--- config.mk ---
export PLATFORM = sky130hd
export DESIGN_NAME = load_store_unit_flat
export DESIGN_NICKNAME = d
export VERILOG_FILES = /design/src/rtl/riscv_pkg.sv /design/src/rtl/load_store_unit_if.sv /design/src/rtl/load_store_unit_load_extend.sv /design/src/rtl/load_store_unit.sv /design/src/flat_wrapper.sv
export SDC_FILE = /design/constraint.sdc
export NUM_CORES = 1
export LEC_CHECK = 0
export BUFFER_PORTS_ARGS = -buffer_cell sky130_fd_sc_hd__buf_2
export CAP_MARGIN = 10
export CELL_PAD_IN_SITES_DETAIL_PLACEMENT = 0
export CELL_PAD_IN_SITES_GLOBAL_PLACEMENT = 1
export CORE_MARGIN = 2
export CORE_UTILIZATION = 25
export CTS_CLUSTER_DIAMETER = 200
export CTS_CLUSTER_SIZE = 20
export DETAILED_ROUTE_END_ITERATION = 6
export GPL_ROUTABILITY_DRIVEN = 0
export HOLD_SLACK_MARGIN = 0.1
export PLACE_DENSITY_LB_ADDON = 0.1
export SLEW_MARGIN = 20
export SYNTH_ARGS = -nofsm -noshare
export SYNTH_HDL_FRONTEND = slang
export SYNTH_HIERARCHICAL = 1
export SYNTH_SLANG_ARGS = --single-unit
--- constraint.sdc ---
create_clock -name clk -period 1.86 [get_ports clk]
set_input_delay 0.372 -clock clk [delete_from_list [all_inputs] [get_ports clk]]
set_output_delay 0.372 -clock clk [all_outputs]
set_load 0.01 [all_outputs]
--- src/rtl/riscv_pkg.sv ---
// Shared load/store definitions: FSM states, funct3 width codes, byte-enable
// patterns, the request payload struct and small decode helpers.
package riscv_pkg;

    localparam int unsigned XLEN    = 32;
    localparam int unsigned BE_W    = XLEN / 8;
    localparam int unsigned F3_BITS = 3;

    typedef enum logic [1:0] {
        ST_IDLE = 2'd0,
        ST_BUSY = 2'd1,
        ST_RESP = 2'd2
    } lsu_state_t;

    // RISC-V load/store width and sign codes
    localparam logic [F3_BITS-1:0] F3_B  = 3'b000;
    localparam logic [F3_BITS-1:0] F3_H  = 3'b001;
    localparam logic [F3_BITS-1:0] F3_W  = 3'b010;
    localparam logic [F3_BITS-1:0] F3_BU = 3'b100;
    localparam logic [F3_BITS-1:0] F3_HU = 3'b101;

    // Byte-enable patterns before lane shifting
    localparam logic [BE_W-1:0] BE_BYTE = 4'b0001;
    localparam logic [BE_W-1:0] BE_HALF = 4'b0011;
    localparam logic [BE_W-1:0] BE_WORD = 4'b1111;

    typedef struct packed {
        logic                 we;
        logic [F3_BITS-1:0]   funct3;
        logic [XLEN-1:0]      addr;
        logic [XLEN-1:0]      wdata;
    } lsu_req_t;

    // Reserved width codes, unsigned stores and misaligned halfword/word accesses
    function automatic logic lsu_illegal(input logic we,
                                         input logic [F3_BITS-1:0] f3,
                                         input logic [1:0] addr_lo);
        logic bad;
        bad = 1'b0;
        case (f3)
            F3_B, F3_H, F3_W: bad = 1'b0;
            F3_BU, F3_HU:     bad = we;
            default:          bad = 1'b1;
        endcase
        if (f3[1:0] == 2'b01 && addr_lo[0])      bad = 1'b1;
        if (f3[1:0] == 2'b10 && addr_lo != 2'b00) bad = 1'b1;
        return bad;
    endfunction

    // Byte enables for a legal access
    function automatic logic [BE_W-1:0] lsu_be(input logic [F3_BITS-1:0] f3,
                                               input logic [1:0] addr_lo);
        logic [BE_W-1:0] be;
        case (f3[1:0])
            2'b00:   be = BE_BYTE << addr_lo;
            2'b01:   be = BE_HALF << addr_lo;
            default: be = BE_WORD;
        endcase
        return be;
    endfunction

    // Replicate right-aligned store data across all lanes
    function automatic logic [XLEN-1:0] lsu_wdata(input logic [F3_BITS-1:0] f3,
                                                  input logic [XLEN-1:0] wdata);
        logic [XLEN-1:0] wd;
        case (f3[1:0])
            2'b00:   wd = {4{wdata[7:0]}};
            2'b01:   wd = {2{wdata[15:0]}};
            default: wd = wdata;
        endcase
        return wd;
    endfunction

endpackage

--- src/rtl/load_store_unit_if.sv ---
// CPU request/response and data-memory signals of the load/store unit.
// master: CPU + memory side (drives requests and memory responses).
// slave:  the load/store unit itself.
interface load_store_unit_if;
    import riscv_pkg::*;

    logic                 req_valid;
    logic                 req_ready;
    logic                 req_we;
    logic [F3_BITS-1:0]   req_funct3;
    logic [XLEN-1:0]      req_addr;
    logic [XLEN-1:0]      req_wdata;

    logic                 resp_valid;
    logic [XLEN-1:0]      resp_rdata;
    logic                 resp_err;

    logic                 mem_req;
    logic                 mem_we;
    logic [BE_W-1:0]      mem_be;
    logic [XLEN-1:0]      mem_addr;
    logic [XLEN-1:0]      mem_wdata;
    logic                 mem_rvalid;
    logic [XLEN-1:0]      mem_rdata;

    modport master (
        output req_valid, req_we, req_funct3, req_addr, req_wdata,
        output mem_rvalid, mem_rdata,
        input  req_ready, resp_valid, resp_rdata, resp_err,
        input  mem_req, mem_we, mem_be, mem_addr, mem_wdata
    );

    modport slave (
        input  req_valid, req_we, req_funct3, req_addr, req_wdata,
        input  mem_rvalid, mem_rdata,
        output req_ready, resp_valid, resp_rdata, resp_err,
        output mem_req, mem_we, mem_be, mem_addr, mem_wdata
    );

endinterface

--- src/rtl/load_store_unit_load_extend.sv ---
// load_extend: picks the addressed byte/halfword out of a memory read word and
// sign- or zero-extends it according to funct3. Purely combinational.
// Ports: rdata (memory word), funct3, addr_lo (byte offset), data_c (result).
module load_extend
    import riscv_pkg::*;
(
    input  logic [XLEN-1:0]    rdata,
    input  logic [F3_BITS-1:0] funct3,
    input  logic [1:0]         addr_lo,
    output logic [XLEN-1:0]    data_c
);

    logic [7:0]  byte_sel;
    logic [15:0] half_sel;

    // Lane select
    always_comb begin
        case (addr_lo)
            2'd0:    byte_sel = rdata[7:0];
            2'd1:    byte_sel = rdata[15:8];
            2'd2:    byte_sel = rdata[23:16];
            default: byte_sel = rdata[31:24];
        endcase
        half_sel = addr_lo[1] ? rdata[31:16] : rdata[15:0];
    end

    // Extension
    always_comb begin
        case (funct3)
            F3_B:    data_c = {{24{byte_sel[7]}}, byte_sel};
            F3_BU:   data_c = {24'd0, byte_sel};
            F3_H:    data_c = {{16{half_sel[15]}}, half_sel};
            F3_HU:   data_c = {16'd0, half_sel};
            default: data_c = rdata;
        endcase
    end

endmodule

--- src/rtl/load_store_unit.sv ---
// load_store_unit: accepts one CPU load/store at a time, issues a single
// data-memory access, and returns a one-cycle response with extended load data
// or an error (illegal request or memory timeout).
// Ports: clk, rst_n (async, active-low), bus (load_store_unit_if.slave) carrying
// the CPU request/response and the data-memory handshake.
module load_store_unit
    import riscv_pkg::*;
#(
    parameter int unsigned TIMEOUT_CYCLES = 16
) (
    input  logic               clk,
    input  logic               rst_n,
    load_store_unit_if.slave   bus
);

    localparam int unsigned CNT_W = (TIMEOUT_CYCLES > 1) ? $clog2(TIMEOUT_CYCLES) : 1;
    localparam logic [CNT_W-1:0] CNT_LAST = CNT_W'(TIMEOUT_CYCLES - 1);

    lsu_state_t            state_q, state_d;
    logic [CNT_W-1:0]      cnt_q, cnt_d;

    // Captured request attributes needed after acceptance
    logic                  we_q, we_d;
    logic [F3_BITS-1:0]    f3_q, f3_d;
    logic [1:0]            addr_lo_q, addr_lo_d;

    // Registered outputs
    logic                  mem_req_q, mem_req_d;
    logic                  mem_we_q, mem_we_d;
    logic [BE_W-1:0]       mem_be_q, mem_be_d;
    logic [XLEN-1:0]       mem_addr_q, mem_addr_d;
    logic [XLEN-1:0]       mem_wdata_q, mem_wdata_d;
    logic                  resp_valid_q, resp_valid_d;
    logic [XLEN-1:0]       resp_rdata_q, resp_rdata_d;
    logic                  resp_err_q, resp_err_d;

    lsu_req_t              req_c;
    logic [XLEN-1:0]       ext_data_c;

    assign req_c = {bus.req_we, bus.req_funct3, bus.req_addr, bus.req_wdata};

    load_extend u_load_extend (
        .rdata   (bus.mem_rdata),
        .funct3  (f3_q),
        .addr_lo (addr_lo_q),
        .data_c  (ext_data_c)
    );

    // State and output registers
    always_ff @(posedge clk or negedge rst_n) begin
        if (!rst_n) begin
            state_q      <= ST_IDLE;
            cnt_q        <= '0;
            we_q         <= 1'b0;
            f3_q         <= '0;
            addr_lo_q    <= '0;
            mem_req_q    <= 1'b0;
            mem_we_q     <= 1'b0;
            mem_be_q     <= '0;
            mem_addr_q   <= '0;
            mem_wdata_q  <= '0;
            resp_valid_q <= 1'b0;
            resp_rdata_q <= '0;
            resp_err_q   <= 1'b0;
        end else begin
            state_q      <= state_d;
            cnt_q        <= cnt_d;
            we_q         <= we_d;
            f3_q         <= f3_d;
            addr_lo_q    <= addr_lo_d;
            mem_req_q    <= mem_req_d;
            mem_we_q     <= mem_we_d;
            mem_be_q     <= mem_be_d;
            mem_addr_q   <= mem_addr_d;
            mem_wdata_q  <= mem_wdata_d;
            resp_valid_q <= resp_valid_d;
            resp_rdata_q <= resp_rdata_d;
            resp_err_q   <= resp_err_d;
        end
    end

    // Next-state and next-output logic
    always_comb begin
        state_d      = state_q;
        cnt_d        = cnt_q;
        we_d         = we_q;
        f3_d         = f3_q;
        addr_lo_d    = addr_lo_q;
        mem_req_d    = 1'b0;
        mem_we_d     = 1'b0;
        mem_be_d     = '0;
        mem_addr_d   = mem_addr_q;
        mem_wdata_d  = mem_wdata_q;
        resp_valid_d = 1'b0;
        resp_rdata_d = '0;
        resp_err_d   = 1'b0;

        case (state_q)
            ST_IDLE: begin
                if (bus.req_valid) begin
                    we_d      = req_c.we;
                    f3_d      = req_c.funct3;
                    addr_lo_d = req_c.addr[1:0];
                    if (lsu_illegal(req_c.we, req_c.funct3, req_c.addr[1:0])) begin
                        // Rejected without touching memory
                        state_d      = ST_RESP;
                        resp_valid_d = 1'b1;
                        resp_err_d   = 1'b1;
                    end else begin
                        state_d     = ST_BUSY;
                        cnt_d       = '0;
                        mem_req_d   = 1'b1;
                        mem_we_d    = req_c.we;
                        mem_be_d    = lsu_be(req_c.funct3, req_c.addr[1:0]);
                        mem_addr_d  = {req_c.addr[XLEN-1:2], 2'b00};
                        mem_wdata_d = lsu_wdata(req_c.funct3, req_c.wdata);
                    end
                end
            end

            ST_BUSY: begin
                mem_req_d = 1'b1;
                mem_we_d  = mem_we_q;
                mem_be_d  = mem_be_q;
                // An acknowledge in the last counted cycle beats the timeout
                if (bus.mem_rvalid) begin
                    state_d      = ST_RESP;
                    mem_req_d    = 1'b0;
                    mem_we_d     = 1'b0;
                    mem_be_d     = '0;
                    resp_valid_d = 1'b1;
                    resp_rdata_d = we_q ? '0 : ext_data_c;
                end else if (cnt_q == CNT_LAST) begin
                    state_d      = ST_RESP;
                    mem_req_d    = 1'b0;
                    mem_we_d     = 1'b0;
                    mem_be_d     = '0;
                    resp_valid_d = 1'b1;
                    resp_err_d   = 1'b1;
                end else begin
                    cnt_d = cnt_q + CNT_W'(1);
                end
            end

            ST_RESP: begin
                state_d = ST_IDLE;
            end

            default: begin
                state_d = ST_IDLE;
            end
        endcase
    end

    assign bus.req_ready  = (state_q == ST_IDLE);
    assign bus.mem_req    = mem_req_q;
    assign bus.mem_we     = mem_we_q;
    assign bus.mem_be     = mem_be_q;
    assign bus.mem_addr   = mem_addr_q;
    assign bus.mem_wdata  = mem_wdata_q;
    assign bus.resp_valid = resp_valid_q;
    assign bus.resp_rdata = resp_rdata_q;
    assign bus.resp_err   = resp_err_q;

endmodule

--- src/flat_wrapper.sv ---
// flat-port wrapper written by rule: the top's interface ports become plain ports
module load_store_unit_flat import riscv_pkg::*;
#(
    parameter int unsigned TIMEOUT_CYCLES = 16
)
  (clk, rst_n, bus_req_valid, bus_req_we, bus_req_funct3, bus_req_addr, bus_req_wdata, bus_mem_rvalid, bus_mem_rdata, bus_req_ready, bus_resp_valid, bus_resp_rdata, bus_resp_err, bus_mem_req, bus_mem_we, bus_mem_be, bus_mem_addr, bus_mem_wdata);
  load_store_unit_if bus_i ();
  input  logic clk;
  input  logic rst_n;
  input wire logic [$bits(bus_i.req_valid)-1:0] bus_req_valid;
  input wire logic [$bits(bus_i.req_we)-1:0] bus_req_we;
  input wire logic [$bits(bus_i.req_funct3)-1:0] bus_req_funct3;
  input wire logic [$bits(bus_i.req_addr)-1:0] bus_req_addr;
  input wire logic [$bits(bus_i.req_wdata)-1:0] bus_req_wdata;
  input wire logic [$bits(bus_i.mem_rvalid)-1:0] bus_mem_rvalid;
  input wire logic [$bits(bus_i.mem_rdata)-1:0] bus_mem_rdata;
  output wire logic [$bits(bus_i.req_ready)-1:0] bus_req_ready;
  output wire logic [$bits(bus_i.resp_valid)-1:0] bus_resp_valid;
  output wire logic [$bits(bus_i.resp_rdata)-1:0] bus_resp_rdata;
  output wire logic [$bits(bus_i.resp_err)-1:0] bus_resp_err;
  output wire logic [$bits(bus_i.mem_req)-1:0] bus_mem_req;
  output wire logic [$bits(bus_i.mem_we)-1:0] bus_mem_we;
  output wire logic [$bits(bus_i.mem_be)-1:0] bus_mem_be;
  output wire logic [$bits(bus_i.mem_addr)-1:0] bus_mem_addr;
  output wire logic [$bits(bus_i.mem_wdata)-1:0] bus_mem_wdata;
  assign bus_i.req_valid = bus_req_valid;
  assign bus_i.req_we = bus_req_we;
  assign bus_i.req_funct3 = bus_req_funct3;
  assign bus_i.req_addr = bus_req_addr;
  assign bus_i.req_wdata = bus_req_wdata;
  assign bus_i.mem_rvalid = bus_mem_rvalid;
  assign bus_i.mem_rdata = bus_mem_rdata;
  assign bus_req_ready = bus_i.req_ready;
  assign bus_resp_valid = bus_i.resp_valid;
  assign bus_resp_rdata = bus_i.resp_rdata;
  assign bus_resp_err = bus_i.resp_err;
  assign bus_mem_req = bus_i.mem_req;
  assign bus_mem_we = bus_i.mem_we;
  assign bus_mem_be = bus_i.mem_be;
  assign bus_mem_addr = bus_i.mem_addr;
  assign bus_mem_wdata = bus_i.mem_wdata;
  load_store_unit #(.TIMEOUT_CYCLES(TIMEOUT_CYCLES)) u_core (.clk(clk), .rst_n(rst_n), .bus(bus_i));
endmodule
==> out/summary.txt, run 1 <==
CTS Buffer Depth -> 2
Yosys cell types -> 50
Clk root buf -> clkbuf_16
Worst-Margin Slew -> 0.637 ns
Pre-CTS setup slack -> -0.195 ns
Clk_lat worst skew -> 0.42 ns
Post-route cell area -> 7690 um^2
CP startpoint kind -> register
Prevailing post-synth register cell -> dfrtp_1
Synthesis-stage register bit count -> 114
Total GRT Usage -> 0.144
CORE AREA -> 21800 um^2
Asr flop ratio synth -> 1.00
DRT Wirelength -> 16600 um
Number of synthesized flops with an enable pin -> 0
Worst Skew -> 0.00972 ns
Final Util -> 0.352
Largest area contributor in the netlist -> dfrtp_1
Met3 Use GR -> 0.0471
Slowest cell on the critical path -> dfrtp_1
GR Layer Usage met1 -> 0.181
Initial DRC Count -> 181
# DRC -> 0
Buffers on Ports -> 206
Gate power share -> 0.313
Peak supply drop -> 0.416 mV
Yosys warnings -> 6
Cts bufs inserted -> 17
CP Cell Sequence -> nor3b_4 -> a21boi_4 -> buf_12 -> mux2_2
Sw Pwr -> 3130 uW
Vias/cell -> 4.50
Buf+Inv Stages, Crit Path -> 1
Die X-Extent -> 153 um
Critical-path maximum fanout -> 22
WP data required -> 2.15 ns
Final worst-path cycle share -> 0.944
Drt wl/cell -> 17.0 um
Share of power burned in registers -> 0.353
Gr ovfl total -> 0
ANT cells -> 0
Internal power -> 6590 uW
Die area -> 23400 um^2
Outcome -> completed
Via count -> 4390
Die H -> 153 um
First-pass GRT wire length -> 26400 um
Fraction of layout cells with a size suffix above 1 -> 0.532
Fin worst setup slack -> 0.104 ns
Endpoints failing setup -> 0
Net count, final -> 788
Worst path max stage delay -> 0.43 ns
Post-layout minimum cycle time -> 1.76 ns
Hold WC Path Type -> primary input to register
Tot Pwr -> 9720 uW
Dominant cells by area after synthesis -> dfrtp_1 51%, mux2_2 16%, and2_1 3.6%, mux4_1 3.3%, nor2_1 2.0%
P_leak -> 0.00376 uW
PwrDens -> 1260 nW/um^2
First-pass detailed-route iteration total -> 4
Hold slack -> 0.173 ns
Worst r2r path cells -> 4
Met2 usage -> 0.232
Std-Cell Rows -> 54
Sw frac -> 0.322
Vias in the first global route -> 4696
Clk pin slew, worst setup/hold paths -> 0.06 ns
Largest delay contributor family on the critical path -> flip-flops
Area growth, synth to finish -> 38.5%
RSZ-0062 raised after global routing -> false
Ports -> 209
Clock Power Share -> 0.334
Fmax -> 569 MHz
Placed Area -> 7090 um^2
Maxcap violations -> 0
Final hold vios -> 0
Number of cells on the critical path -> 4
Synth Instances -> 454
Yosys top cell area share -> 0.514
Hold path cells -> 2
H-tree depth -> 4
Slew headroom -> 0.575
Starting Density -> 0.254
Largest net degree at the start of global routing -> 115
ANT nets after route -> 0
Clock Sinks -> 114
Synthesized area -> 5550 um^2
Dpl hpwl -> 12000 um
Post-synthesis sequential area ratio -> 0.514
Crit path kind -> register to register
Count of final max-slew check failures -> 0
GRT Max-Usage Layer -> met2
Worst Setup End Kind -> register
CTS tree -> done
Arrival @ worst endpoint -> 2.05 ns
Postcts setup bufs -> 0
Syn_area_per_cell -> 12.2 um^2
Antenna violations before repair -> 3
layout make-up:
class                           count  area, um^2
Multi-Input combinational cell    296        2470
Clock inverter                     15         158
Tap cell                          280         350
Inverter                           11        41.3
Sequential cell                   114        2850
Clock buffer                       17         425
Fill cell                        2235       14100
Timing Repair Buffer              243        1390
cell usage in the layout, fill, tap and decap left out, types with 4 or more instances in the layout:
master,Yosys,layout
mux4_1,7,7
buf_4,8,31
mux2i_1,10,10
and2_1,32,32
o221ai_2,4,4
o22ai_1,16,16
buf_12,0,6
a21oi_1,22,22
nand2_1,17,17
nor2b_1,10,9
mux2_2,79,79
dfrtp_1,114,114
clkinvlp_4,0,4
o21ai_0,14,14
clkbuf_16,0,17
buf_2,7,205
nor2_1,30,30
o2bb2ai_1,4,4
a311oi_1,7,7
inv_1,9,9
mux2_1,5,5
through the flow:
step                cells  TNS [ns]
CTS                   976         0
global placement      943     -9.72
finish                976         0
detailed placement    943    -10.29
global route          976         0
floorplan             455         0
kinds of logic (layout without fill, tap and decap cells):
group                    count (synthesis)  in the layout  share of synthesized area
AO/OA/AOI/OAI                           85             85                      0.110
flip-flops                             114            114                      0.514
buffers and inverters                   45            286                     0.0455
AND/OR/NAND/NOR                        105            105                      0.100
other                                    1              2                   0.000675
adder cells (fa/ha/maj)                  1              1                    0.00225
multiplexers                           103            103                      0.227
per-layer routing:
layer | vias up | wire length (um)
met2 | 149 | 7870
met4 | 4 | 262
met3 | 23 | 1060
li1 | 2094 | -
met1 | 2120 | 7360
met5 | - | 24
worst register-to-register path, stage by stage, from the launching register on:
cell,delay (ns)
dfrtp_1,0.43
nor3b_4,0.27
a21boi_4,0.35
buf_12,0.21
mux2_2,0.37
power groups by stage:
| stage | registers [uW] | clock network, uW | logic [uW] |
|---|---|---|---|
| detailed placement | 3480 | 0 | 3090 |
| global placement | 3470 | 0 | 3060 |
| global route | 3530 | 3460 | 3330 |
| floorplan | 3720 | 0 | 1560 |
| CTS | 3450 | 3350 | 3100 |
| finish | 3430 | 3240 | 3050 |
sequential cells by signal, summed over array words and instances (netlist names), 2 cells and up:
signal                 count
u_core/f3_q                3
u_core/bus.mem_addr       30
u_core/addr_lo_q           2
u_core/bus.resp_rdata     32
u_core/cnt_q               4
u_core/state_q             2
u_core/bus.mem_wdata      32
u_core/bus.mem_be          4
worst paths after layout:
path / slack [ns] / from / endpoint
worst max-delay path: 0.10 / u_core/state_q[0] / u_core/bus.mem_addr[29]
worst min-delay path: 0.17 / bus_req_addr[30] / u_core/bus.mem_addr[30]
worst max register to register: 0.10 / u_core/state_q[0] / u_core/bus.mem_addr[29]
worst min register to register: 0.48 / u_core/bus.mem_wdata[21] / u_core/bus.mem_wdata[21]
max in group asynchronous: 0.80 / rst_n / u_core/bus.resp_rdata[8]
min in group asynchronous: 0.57 / rst_n / u_core/bus.mem_addr[2]
synth_stat cells, drive strengths merged, types with 2 or more instances:
library cell / count
dfrtp: 114
mux2: 86
and2: 32
nor2: 30
buf: 24
a21oi: 22
nand2: 17
o22ai: 16
o21ai: 14
clkbuf: 10
inv: 10
mux2i: 10
nor2b: 10
a311oi: 7
mux4: 7
o221ai: 7
o2bb2ai: 4
a22o: 3
nor3: 3
a21o: 2
a221oi: 2
nor3b: 2
o21bai: 2
or2: 2
what timing repair did:
| item | 4_1_cts | 5_1_grt |
|---|---|---|
| endpoints found under the setup margin | 0 | 4 |
| hold buffers | 1 | 0 |
| endpoints found under the hold margin | 102 | 0 |
| resized for setup | 0 | 1 |
(Power assumes the default switching activity.)
==> run 2: changes to the inputs <==
CORE_ASPECT_RATIO = 1.5   (was not set)
==> out/summary.txt, run 2 (same netlist as run 1, synthesis figures left out) <==
Most common cell after layout, fill and taps aside -> buf_2
Final worst-path cycle share -> 0.937
ANT cells -> 0
Hold WC Path Type -> primary input to register
CTS Buffer Depth -> 2
Slowest cell on the critical path -> dfrtp_1
Placed Area -> 7080 um^2
First-pass GRT wire length -> 27100 um
Final hold vios -> 0
Area growth, synth to finish -> 38.6%
Dpl hpwl -> 12700 um
Peak supply drop -> 0.732 mV
Count of final max-slew check failures -> 0
Clk_lat worst skew -> 0.42 ns
Clk root buf -> clkbuf_16
Vias/cell -> 4.63
Largest net degree at the start of global routing -> 55
H-tree depth -> 4
Via count -> 4470
Clock Sinks -> 114
Tot Pwr -> 9870 uW
Clk pin slew, worst setup/hold paths -> 0.05 ns
Endpoints failing setup -> 0
Post-layout minimum cycle time -> 1.74 ns
Crit path kind -> register to register
Worst Skew -> 0.00758 ns
Worst Setup End Kind -> register
Most frequent cells in the layout -> 205 x buf_2, 114 x dfrtp_1, 79 x mux2_2
Cts bufs inserted -> 17
CORE AREA -> 21700 um^2
Drt wl/cell -> 17.7 um
ANT nets after route -> 0
# DRC -> 0
Starting Density -> 0.256
Postcts setup bufs -> 0
Buffers on Ports -> 206
CP Cell Sequence -> mux2_4 -> a22oi_4 -> buf_12 -> o221ai_1 -> and2_1
First-pass detailed-route iteration total -> 4
Post-route cell area -> 7700 um^2
Worst path max stage delay -> 0.56 ns
Net count, final -> 787
RSZ-0062 raised after global routing -> false
Vias in the first global route -> 4951
Maxcap violations -> 0
P_leak -> 0.00378 uW
Fraction of layout cells with a size suffix above 1 -> 0.527
PwrDens -> 1280 nW/um^2
Std-Cell Rows -> 66
Critical-path maximum fanout -> 24
Initial DRC Count -> 147
Total GRT Usage -> 0.149
Ports -> 209
CP startpoint kind -> register
Arrival @ worst endpoint -> 2.04 ns
Antenna violations before repair -> 1
WP data required -> 2.16 ns
Die H -> 187 um
Die area -> 23400 um^2
Gr ovfl total -> 0
Fmax -> 574 MHz
Die X-Extent -> 126 um
Outcome -> completed
CTS tree -> done
DRT Wirelength -> 17100 um
Hold slack -> 0.171 ns
[run 2: report_power, final]
part	leakage, uW	total [uW]	internal [uW]	switching [uW]
combinational	0.00204	3040	1490	1550
sequential	0.00144	3470	3110	360
clock	0.000296	3360	2200	1160
total	0.00378	9870	6800	3070
[run 2: worst max-delay path: cells and delay by family (launching register included)]
family                 cells  cell delay [ns]
and+or+nand+nor            1             0.18
DFF                        1             0.56
muxes                      1             0.36
buffers and inverters      1             0.20
AOI/OAI and AO/OA          2             0.32
[run 2: path summary, 6_finish.rpt]
kind / start / to / slack (ns) / cells after the start
setup / recovery: u_core/addr_lo_q[0] / u_core/bus.resp_rdata[13] / 0.12 / 5
hold / removal: bus_req_addr[30] / u_core/bus.mem_addr[30] / 0.17 / 2
setup reg to reg: u_core/addr_lo_q[0] / u_core/bus.resp_rdata[13] / 0.12 / 5
hold reg to reg: u_core/bus.mem_addr[30] / u_core/bus.mem_addr[30] / 0.49 / 1
max in group asynchronous: rst_n / u_core/bus.mem_wdata[12] / 0.88 / 3
min in group asynchronous: rst_n / u_core/bus.mem_addr[23] / 0.38 / 2
[run 2: layer usage]
layer,track usage,up-vias,routed length (um)
met4,0.0731,2,445
met1,0.166,2186,6710
met3,0.0456,25,1130
met5,0,-,16
li1,-,2095,-
met2,0.257,162,8810
[run 2: final cells by class]
| class | count | area (um^2) |
|---|---|---|
| timing repair buffer | 242 | 1380 |
| clock inverter | 9 | 130 |
| sequential | 114 | 2850 |
| multi-input combinational | 296 | 2480 |
| clock buffer | 22 | 474 |
| fill | 2202 | 14000 |
| inverter | 11 | 41.3 |
| tap | 272 | 340 |
[run 2: per-stage QoR]
step / setup WS [ns] / setup TNS [ns] / utilization / instances
final: 0.118 / 0 / 0.354 / 966
after global routing: 0.0247 / 0 / 0.354 / 966
after CTS: 0.0448 / 0 / 0.354 / 966
after detailed placement: -0.189 / -9.87 / 0.326 / 934
after global placement: -0.160 / -8.71 / 0.326 / 934
after floorplan: 0.0478 / 0 / - / 455
[run 2: repair_timing]
action / in CTS / in global routing
endpoints found under the setup margin: 0 / 9
gates resized for setup: 0 / 2
hold endpoints to repair: 17 / 0
hold buffers: 1 / 0
==> run 3: changes to the inputs <==
CORE_UTILIZATION = 34   (was 25)
==> out/summary.txt, run 3 (same netlist as run 1, synthesis figures left out) <==
Gr ovfl total -> 0
GR Layer Usage met1 -> 0.210
Starting Density -> 0.344
Dpl hpwl -> 11800 um
Arrival @ worst endpoint -> 2.04 ns
Fin worst setup slack -> 0.108 ns
Clk_lat worst skew -> 0.40 ns
Most frequent cells in the layout -> 205 x buf_2, 114 x dfrtp_1, 79 x mux2_2
Fraction of layout cells with a size suffix above 1 -> 0.534
Post-layout minimum cycle time -> 1.75 ns
Buffers on Ports -> 206
Clk root buf -> clkbuf_16
Ports -> 209
First-pass GRT wire length -> 24600 um
Clock Sinks -> 114
CTS tree -> done
Crit path kind -> register to register
Total of fill cells in the finished design -> 1579
Total GRT Usage -> 0.185
Antenna violations before repair -> 0
Worst Skew -> 0.0103 ns
Critical-path maximum fanout -> 12
CORE AREA -> 16100 um^2
Post_cts resized -> 0
Worst Setup End Kind -> register
Peak supply drop -> 0.578 mV
PwrDens -> 1280 nW/um^2
Std-Cell Rows -> 57
Vias in the first global route -> 4762
Die H -> 161 um
Pre-CTS setup slack -> -0.211 ns
GRT Max-Usage Layer -> met2
Postcts setup bufs -> 0
Largest net degree at the start of global routing -> 48
Hold Buf Count CTS -> 1
Total negative slack -> 0 ns
Drt wl/cell -> 17.1 um
Clk pin slew, worst setup/hold paths -> 0.06 ns
Hold path cells -> 2
Via count -> 4452
P_leak -> 0.00379 uW
RSZ-0062 raised after global routing -> false
CP startpoint kind -> register
Maxcap violations -> 0
Area growth, synth to finish -> 37.7%
Outcome -> completed
Net count, final -> 795
Placed Area -> 7050 um^2
ANT cells -> 0
Die area -> 17400 um^2
Hold slack -> 0.186 ns
# DRC -> 0
Most common cell after layout, fill and taps aside -> buf_2
Die X-Extent -> 108 um
Met3 Use GR -> 0.0503
ANT nets after route -> 0
Post-route cell area -> 7640 um^2
Initial DRC Count -> 163
Endpoints failing setup -> 0
Count of final max-slew check failures -> 0
Worst r2r path cells -> 4
DRT Wirelength -> 15500 um
Met2 usage -> 0.329
Hold WC Path Type -> primary input to register
H-tree depth -> 4
Fmax -> 571 MHz
CTS Buffer Depth -> 2
Cts bufs inserted -> 17
First-pass detailed-route iteration total -> 4
WP data required -> 2.15 ns
Final hold vios -> 0
Final worst-path cycle share -> 0.942
Vias/cell -> 4.90
==> run 3: worst max-delay path, stage by stage, from the launching register on <==
cell,delay (ns)
dfrtp_1,0.46
nor3b_4,0.26
a21boi_4,0.31
buf_4,0.25
mux2_2,0.35
==> run 3: layout make-up <==
| class | count | area (um^2) | area share |
|---|---|---|---|
| flip-flops and latches | 114 | 2850 | 0.373 |
| multi-input cells | 296 | 2470 | 0.323 |
| well taps | 206 | 258 | 0.0337 |
| repair buffers | 250 | 1440 | 0.189 |
| inverters | 11 | 41.3 | 0.00540 |
| clock buffers | 17 | 425 | 0.0557 |
| clock inverters | 14 | 154 | 0.0201 |
==> run 3: where the power goes <==
| part | leakage (uW) | switching, uW | internal [uW] |
|---|---|---|---|
| combinational | 0.00208 | 1550 | 1550 |
| sequential | 0.00144 | 349 | 3110 |
| clock | 0.000277 | 1240 | 1980 |
==> run 3: per-stage QoR <==
step           utilization  power [uW]  instances
3_3_place_gp         0.438        6550        876
2_1_floorplan            -        5280        455
6_report             0.474        9780        908
4_1_cts              0.474        9920        908
5_1_grt              0.474       10400        908
3_5_place_dp         0.438        6630        876
==> run 3: final timing paths <==
check	startpoint	endpoint	slack, ns
setup / recovery	u_core/state_q[0]	u_core/bus.mem_addr[8]	0.11
hold / removal	bus_req_addr[13]	u_core/bus.mem_addr[13]	0.19
setup reg to reg	u_core/state_q[0]	u_core/bus.mem_addr[8]	0.11
hold reg to reg	u_core/bus.mem_addr[13]	u_core/bus.mem_addr[13]	0.48
max in group asynchronous	rst_n	u_core/bus.mem_wdata[13]	0.92
min in group asynchronous	rst_n	u_core/bus.mem_addr[27]	0.35
==> run 3: metal layers <==
metal  part of all wire  wire, um  up-vias
met5                  0         0        -
met1               0.38      5900     2146
li1                   -         -     2106
met4              0.015       229        0
met2               0.54      8340      180
met3              0.069      1080       20
